$ cat config.mk
export PLATFORM = sky130hd
export DESIGN_NAME = pulse_train_gen
export DESIGN_NICKNAME = d
export VERILOG_FILES = /design/src/rtl/pulse_train_gen.sv
export SDC_FILE = /design/constraint.sdc
export NUM_CORES = 1
export LEC_CHECK = 0
export CAP_MARGIN = 40
export CORE_MARGIN = 2
export CORE_UTILIZATION = 54
export CTS_CLUSTER_DIAMETER = 200
export DETAILED_ROUTE_END_ITERATION = 10
export PLACE_DENSITY = 0.79
export RECOVER_POWER = 25
export SLEW_MARGIN = 40
export SYNTH_ARGS = -nofsm -noshare
export SYNTH_HDL_FRONTEND = slang
export SYNTH_HIERARCHICAL = 1
export SYNTH_SLANG_ARGS = --single-unit
$ cat constraint.sdc
create_clock -name clk -period 2.9 [get_ports clk]
set_input_delay 0.58 -clock clk [delete_from_list [all_inputs] [get_ports clk]]
set_output_delay 0.58 -clock clk [all_outputs]
set_load 0.03 [all_outputs]
$ cat src/rtl/pulse_train_gen.sv
// pulse_train_gen: programmable burst of pulses on a_out.
//
// A burst is requested with `start` while idle. The configuration (high
// time, low time, pulse count) is captured in that same cycle and held for
// the whole burst. Every output is a flop whose next value is decoded from
// the next FSM state, so a_out, rose_strobe, busy, done and pulse_cnt all
// change together on the same clock edge.
//
// Optional build macro: PULSE_TRAIN_GEN_SVA_EN
//   When defined, a protocol checker (pulse_train_gen_sva) is bound into the
//   generator. Without it the generator logic is exactly the same.

module pulse_train_gen #(
    parameter int CNT_W = 8,
    parameter int NUM_W = 8
) (
    input  logic             clk,
    input  logic             rst,
    input  logic             start,
    input  logic [CNT_W-1:0] high_len,
    input  logic [CNT_W-1:0] low_len,
    input  logic [NUM_W-1:0] num_pulses,
    output logic             a_out,
    output logic             rose_strobe,
    output logic             busy,
    output logic             done,
    output logic [NUM_W-1:0] pulse_cnt
);

    typedef enum logic [1:0] {
        ST_IDLE = 2'd0,
        ST_HIGH = 2'd1,
        ST_LOW  = 2'd2,
        ST_DONE = 2'd3
    } state_t;

    // Phase lengths are stored as "cycles minus one" so the timer can count
    // down to zero. A programmed length of 0 behaves like 1, which maps to a
    // reload of 0 as well. The largest length (all ones) reloads with
    // all-ones minus one, so the timer never overflows.
    function automatic logic [CNT_W-1:0] len_to_reload(input logic [CNT_W-1:0] len);
        logic [CNT_W-1:0] reload;
        if (len == {CNT_W{1'b0}}) begin
            reload = {CNT_W{1'b0}};
        end else begin
            reload = len - CNT_W'(1);
        end
        return reload;
    endfunction

    // Registered state
    state_t           state_r;
    logic [CNT_W-1:0] timer_r;
    logic [CNT_W-1:0] high_m1_r;
    logic [CNT_W-1:0] low_m1_r;
    logic [NUM_W-1:0] num_r;
    logic [NUM_W-1:0] cnt_r;
    logic             a_out_r;
    logic             rose_r;
    logic             busy_r;
    logic             done_r;

    // Next-state values
    state_t           state_s;
    logic [CNT_W-1:0] timer_s;
    logic [CNT_W-1:0] high_m1_s;
    logic [CNT_W-1:0] low_m1_s;
    logic [NUM_W-1:0] num_s;
    logic [NUM_W-1:0] cnt_s;
    logic             rose_s;

    // Next-state and next-count decode for the burst sequencer.
    always_comb begin
        state_s   = state_r;
        timer_s   = timer_r;
        high_m1_s = high_m1_r;
        low_m1_s  = low_m1_r;
        num_s     = num_r;
        cnt_s     = cnt_r;

        case (state_r)
            ST_IDLE: begin
                if (start) begin
                    high_m1_s = len_to_reload(high_len);
                    low_m1_s  = len_to_reload(low_len);
                    num_s     = num_pulses;
                    if (num_pulses != {NUM_W{1'b0}}) begin
                        // First rising edge is emitted in the very next cycle
                        // and counted there.
                        state_s = ST_HIGH;
                        timer_s = len_to_reload(high_len);
                        cnt_s   = NUM_W'(1);
                    end else begin
                        // Empty burst: straight to the done cycle, no edge.
                        state_s = ST_DONE;
                        timer_s = {CNT_W{1'b0}};
                        cnt_s   = {NUM_W{1'b0}};
                    end
                end else begin
                    state_s = ST_IDLE;
                end
            end

            ST_HIGH: begin
                if (timer_r == {CNT_W{1'b0}}) begin
                    if (cnt_r == num_r) begin
                        state_s = ST_DONE;
                    end else begin
                        state_s = ST_LOW;
                        timer_s = low_m1_r;
                    end
                end else begin
                    timer_s = timer_r - CNT_W'(1);
                end
            end

            ST_LOW: begin
                if (timer_r == {CNT_W{1'b0}}) begin
                    state_s = ST_HIGH;
                    timer_s = high_m1_r;
                    cnt_s   = cnt_r + NUM_W'(1);
                end else begin
                    timer_s = timer_r - CNT_W'(1);
                end
            end

            ST_DONE: begin
                // start is deliberately not looked at here.
                state_s = ST_IDLE;
            end

            default: begin
                state_s = ST_IDLE;
                timer_s = {CNT_W{1'b0}};
            end
        endcase

        // A rising edge on a_out is exactly an entry into HIGH.
        if ((state_s == ST_HIGH) && (state_r != ST_HIGH)) begin
            rose_s = 1'b1;
        end else begin
            rose_s = 1'b0;
        end
    end

    // State, configuration and output registers; outputs follow the next state.
    always_ff @(posedge clk) begin
        if (rst) begin
            state_r   <= ST_IDLE;
            timer_r   <= {CNT_W{1'b0}};
            high_m1_r <= {CNT_W{1'b0}};
            low_m1_r  <= {CNT_W{1'b0}};
            num_r     <= {NUM_W{1'b0}};
            cnt_r     <= {NUM_W{1'b0}};
            a_out_r   <= 1'b0;
            rose_r    <= 1'b0;
            busy_r    <= 1'b0;
            done_r    <= 1'b0;
        end else begin
            state_r   <= state_s;
            timer_r   <= timer_s;
            high_m1_r <= high_m1_s;
            low_m1_r  <= low_m1_s;
            num_r     <= num_s;
            cnt_r     <= cnt_s;
            a_out_r   <= (state_s == ST_HIGH);
            rose_r    <= rose_s;
            busy_r    <= (state_s != ST_IDLE);
            done_r    <= (state_s == ST_DONE);
        end
    end

    assign a_out       = a_out_r;
    assign rose_strobe = rose_r;
    assign busy        = busy_r;
    assign done        = done_r;
    assign pulse_cnt   = cnt_r;

`ifdef PULSE_TRAIN_GEN_SVA_EN
    pulse_train_gen_sva u_sva (
        .clk         (clk),
        .rst         (rst),
        .a_out       (a_out_r),
        .rose_strobe (rose_r),
        .busy        (busy_r),
        .done        (done_r)
    );
`else
    // No protocol checker in this build.
`endif

endmodule

`ifdef PULSE_TRAIN_GEN_SVA_EN
// Protocol checker for the generator outputs, observing only the ports.
module pulse_train_gen_sva (
    input logic clk,
    input logic rst,
    input logic a_out,
    input logic rose_strobe,
    input logic busy,
    input logic done
);

    a_rose_matches_strobe: assert property (
        @(posedge clk) disable iff (rst) ($rose(a_out) == rose_strobe)
    ) else $error("pulse_train_gen: rose_strobe disagrees with a_out edge at %0t", $time);

    a_done_quiet_busy: assert property (
        @(posedge clk) disable iff (rst) done |-> (!a_out && busy)
    ) else $error("pulse_train_gen: done without busy or with a_out high at %0t", $time);

    a_done_then_idle: assert property (
        @(posedge clk) disable iff (rst) done |=> !busy
    ) else $error("pulse_train_gen: busy still high after done at %0t", $time);

    a_strobe_single: assert property (
        @(posedge clk) disable iff (rst) rose_strobe |=> !rose_strobe
    ) else $error("pulse_train_gen: rose_strobe longer than one cycle at %0t", $time);

    a_busy_entry: assert property (
        @(posedge clk) disable iff (rst) $rose(busy) |-> (rose_strobe || done)
    ) else $error("pulse_train_gen: busy rose without edge or done at %0t", $time);

endmodule
`endif

==> flow_summary.toml <==
[outcome]
status = "finished clean"

[drt]
drt-initial-drc-count = 163
route.detailed.drc = 0
vias_per_cell = 5.829
wl_met1_um = 2896
ant_nets = 0
drtPass1Iterations = 4
met2_wirelength_um = 3052
dr_wl_met3_um = 336
top_layer = "met4"
finalWirelength_um = 6402
wl_per_cell_um = 14.99
vias = 2489

[cells_and_area]
diodes = 0
fin_util_pct = 67.81
drive_above_1_share_pct = 9.167
area_growth_syn_to_layout_pct = 20.36
nets = 396

[flow_run]
cap_violations = 0

[logic_synthesis]
ys_seq_area_share_pct = 34.60
synth_cells = 323
ys_types = 56
synth_edf_count = 0
ys_seq_elements = 46
synth_compound_area_share_pct = 21.63
synth_top_family_by_area = "simple AND/OR/NAND/NOR gates"
ys_warn_count = 6
synthMuxAreaShare_pct = 1.128
synthFlopType = "dfxtp_1"
synth_simple_gate_area_share_pct = 24.82
synth_fp_nets = 360
synthXorXnorAreaFrac_pct = 8.228
syn_area_mm2 = 0.002661
async_reset_ff_share_pct = 0
syn_avg_cell_area_um2 = 8.239
synthAdderAreaFrac_pct = 4.701

[clocking]
htree_levels = 2
post-cts-setup-buffers = 0
path_clk_slew_ns = 0.08
clockRootBuffer = "clkbuf_8"
cts_sinks = 46
clockBufferDepth = 2
hold_buffers = 0
cts_inserted_buffers = 5
cts_resized = 0
cts_tree = "yes"
clk_latency_ns = 0.30

[power_and_ir_drop]
netSwitchingFraction_pct = 31.29
seq_power_share_pct = 47.6
clkPwrFrac_pct = 27.7
vdd_ir_drop_max_mv = 0.2581
pwr_density_cell_mw_per_mm2 = 462.7
switchingPower_uw = 463.8
leakagePower_nw = 1.190
combPwrFrac_pct = 24.7
internal_power_mw = 1.018

[timing]
rsz0062_at_grt = "no"
min_period_ns = 2.382
worstMarginPinSlew_ns = 0.8235
final_hold_viol_count = 0
clock.fmax_mhz = 419.9
report.final.setup_viol = 0
setup_ws_ns = 0.5183
relSlewSlack_pct = 45.07
tns_ns = 0
fin_crit_sh_pct = 82.13
finalMaxSlewViolations = 0
fin_skew_ns = 0.01003

[grt]
grt_pass1_vias = 2284
grt_max_degree = 42
grt_usage_pct = 25.25
grt_pass1_wl_um = 10760
antenna_found_initial = 0
grt-ovfl-total = 0

[placement]
place.detailed.hpwl_um = 4783
dp_slack_ns = 0.2094
gp_congestion = 0.9066
numPortBuffers = 38

[hold_path]
hold_start = "num_r[4]$_SDFFE_PP0P_"
hold_depth = 2
holdPathEnd = "num_r[4]$_SDFFE_PP0P_"
min_path_type = "flop to flop"

[floorplan]
coreArea_mm2 = 0.004723
fp.dieArea_mm2 = 0.005506
io_pins = 39
start_util_pct = 56.34
rows = 25
die_w_um = 74.20
fp.dieH_um = 74.20

[setup_path]
reg2reg_to = "busy$_SDFF_PP0_"
crit_type = "input pin to flop"
start_kind = "input pin"
r2r_start = "timer_r[0]$_SDFFE_PP0P_"
r2r_cells = 7
cp.required_ns = 3.07
end_kind = "flop"
arrival_ns = 2.55
r2r_slack_ns = 0.58
crit_fanout = 10
==> power groups by stage <==
stage,Combinational [mW],Clock [mW],Sequential [mW]
finish,0.365,0.411,0.706
detailed placement,0.362,0,0.720
CTS,0.364,0.417,0.705
global route,0.403,0.448,0.710
floorplan,0.249,0,0.717
global placement,0.356,0,0.718
==> cells in the final DEF (no fill, tap or decap), types with 2 or more instances in the layout <==
cell and count:
dfxtp_1 46, nor2_1 35, clkdlybuf4s50_1 33, a21oi_1 27, nand2_1 26, nor3_1 21
xor2_1 16, inv_1 10, ha_1 10, buf_4 10, xnor2_1 9, a211oi_1 9
nor4_1 8, a22oi_1 8, o21ai_0 7, nand3_1 6, clkbuf_8 6, a31oi_1 5
o22ai_1 5, dlygate4sd3_1 5, or4_1 4, a311oi_1 4, o31ai_1 4, mux2i_1 3
o21a_1 2, or3_1 2, nor4b_1 2, nor4_2 2, or2_2 2, nand4_1 2
nor3b_1 2, o2111ai_1 2
==> layout make-up <==
cell class / instances / area, um^2
fillers: 403 / 1520
flip-flops and latches: 46 / 920.9
clock inverters: 1 / 5.005
inverters: 11 / 41.29
multi-input cells: 247 / 1610
repair buffers: 48 / 455.4
clock buffers: 7 / 86.33
well taps: 67 / 83.83
==> worst max-delay path by stage <==
stage	end	from	slack, ns
4_1_cts	timer_r[4]$_SDFFE_PP0P_	high_len[1]	0.53
2_1_floorplan	timer_r[3]$_SDFFE_PP0P_	high_len[0]	0.56
6_report	timer_r[4]$_SDFFE_PP0P_	high_len[1]	0.52
5_1_grt	timer_r[3]$_SDFFE_PP0P_	high_len[1]	0.33
3_3_place_gp	timer_r[3]$_SDFFE_PP0P_	high_len[1]	0.25
3_5_place_dp	timer_r[3]$_SDFFE_PP0P_	high_len[1]	0.21
==> Yosys cell counts, types with 9 or more instances <==
cell type / number / area, um^2
nand2_1: 26 / 97.59
inv_1: 10 / 37.54
a211oi_1: 9 / 67.56
ha_1: 10 / 125.1
xor2_1: 16 / 140.1
dfxtp_1: 46 / 920.9
xnor2_1: 9 / 78.83
nor3_1: 21 / 105.1
clkbuf_1: 12 / 45.04
nor2_1: 35 / 131.4
a21oi_1: 27 / 135.1
==> logic make-up after synthesis <==
logic type | Yosys count
AOI/OAI and AO/OA | 85
DFF | 46
buffers and inverters | 30
adders and majority gates | 10
xor gates and xnor gates | 25
muxes | 3
and+or+nand+nor | 124
==> critical path, cell delays in order <==
cell             delay (ns)
clkdlybuf4s50_1        0.46
inv_1                  0.11
ha_1                   0.15
or4b_2                 0.62
nor4_2                 0.15
buf_4                  0.20
nor3_1                 0.07
a31oi_1                0.14
a211oi_1               0.08
==> state kept, by name (all words and copies together) (netlist names) <==
signal	count
busy	1
rose_strobe	1
timer_r	8
a_out	1
pulse_cnt	8
state_r	2
done	1
low_m1_r	8
high_m1_r	8
num_r	8
==> metal layers <==
layer	global-route usage, %	vias to the layer above
met4	7.879	0
met3	4.065	9
met1	34.75	1158
met2	40.67	76
met5	0	-
li1	-	1246
==> metrics by stage <==
step	hold WS (ns)	total power, mW	cell area (um^2)	std cells
5_1_grt	0.4990	1.562	3203	427
3_5_place_dp	0.4705	1.082	3112	419
3_3_place_gp	0.4586	1.074	3112	419
6_report	0.4793	1.482	3203	427
4_1_cts	0.4815	1.486	3203	427
2_1_floorplan	0.4478	0.9660	2661	323
Note: power is estimated with default switching activity, not from simulation.
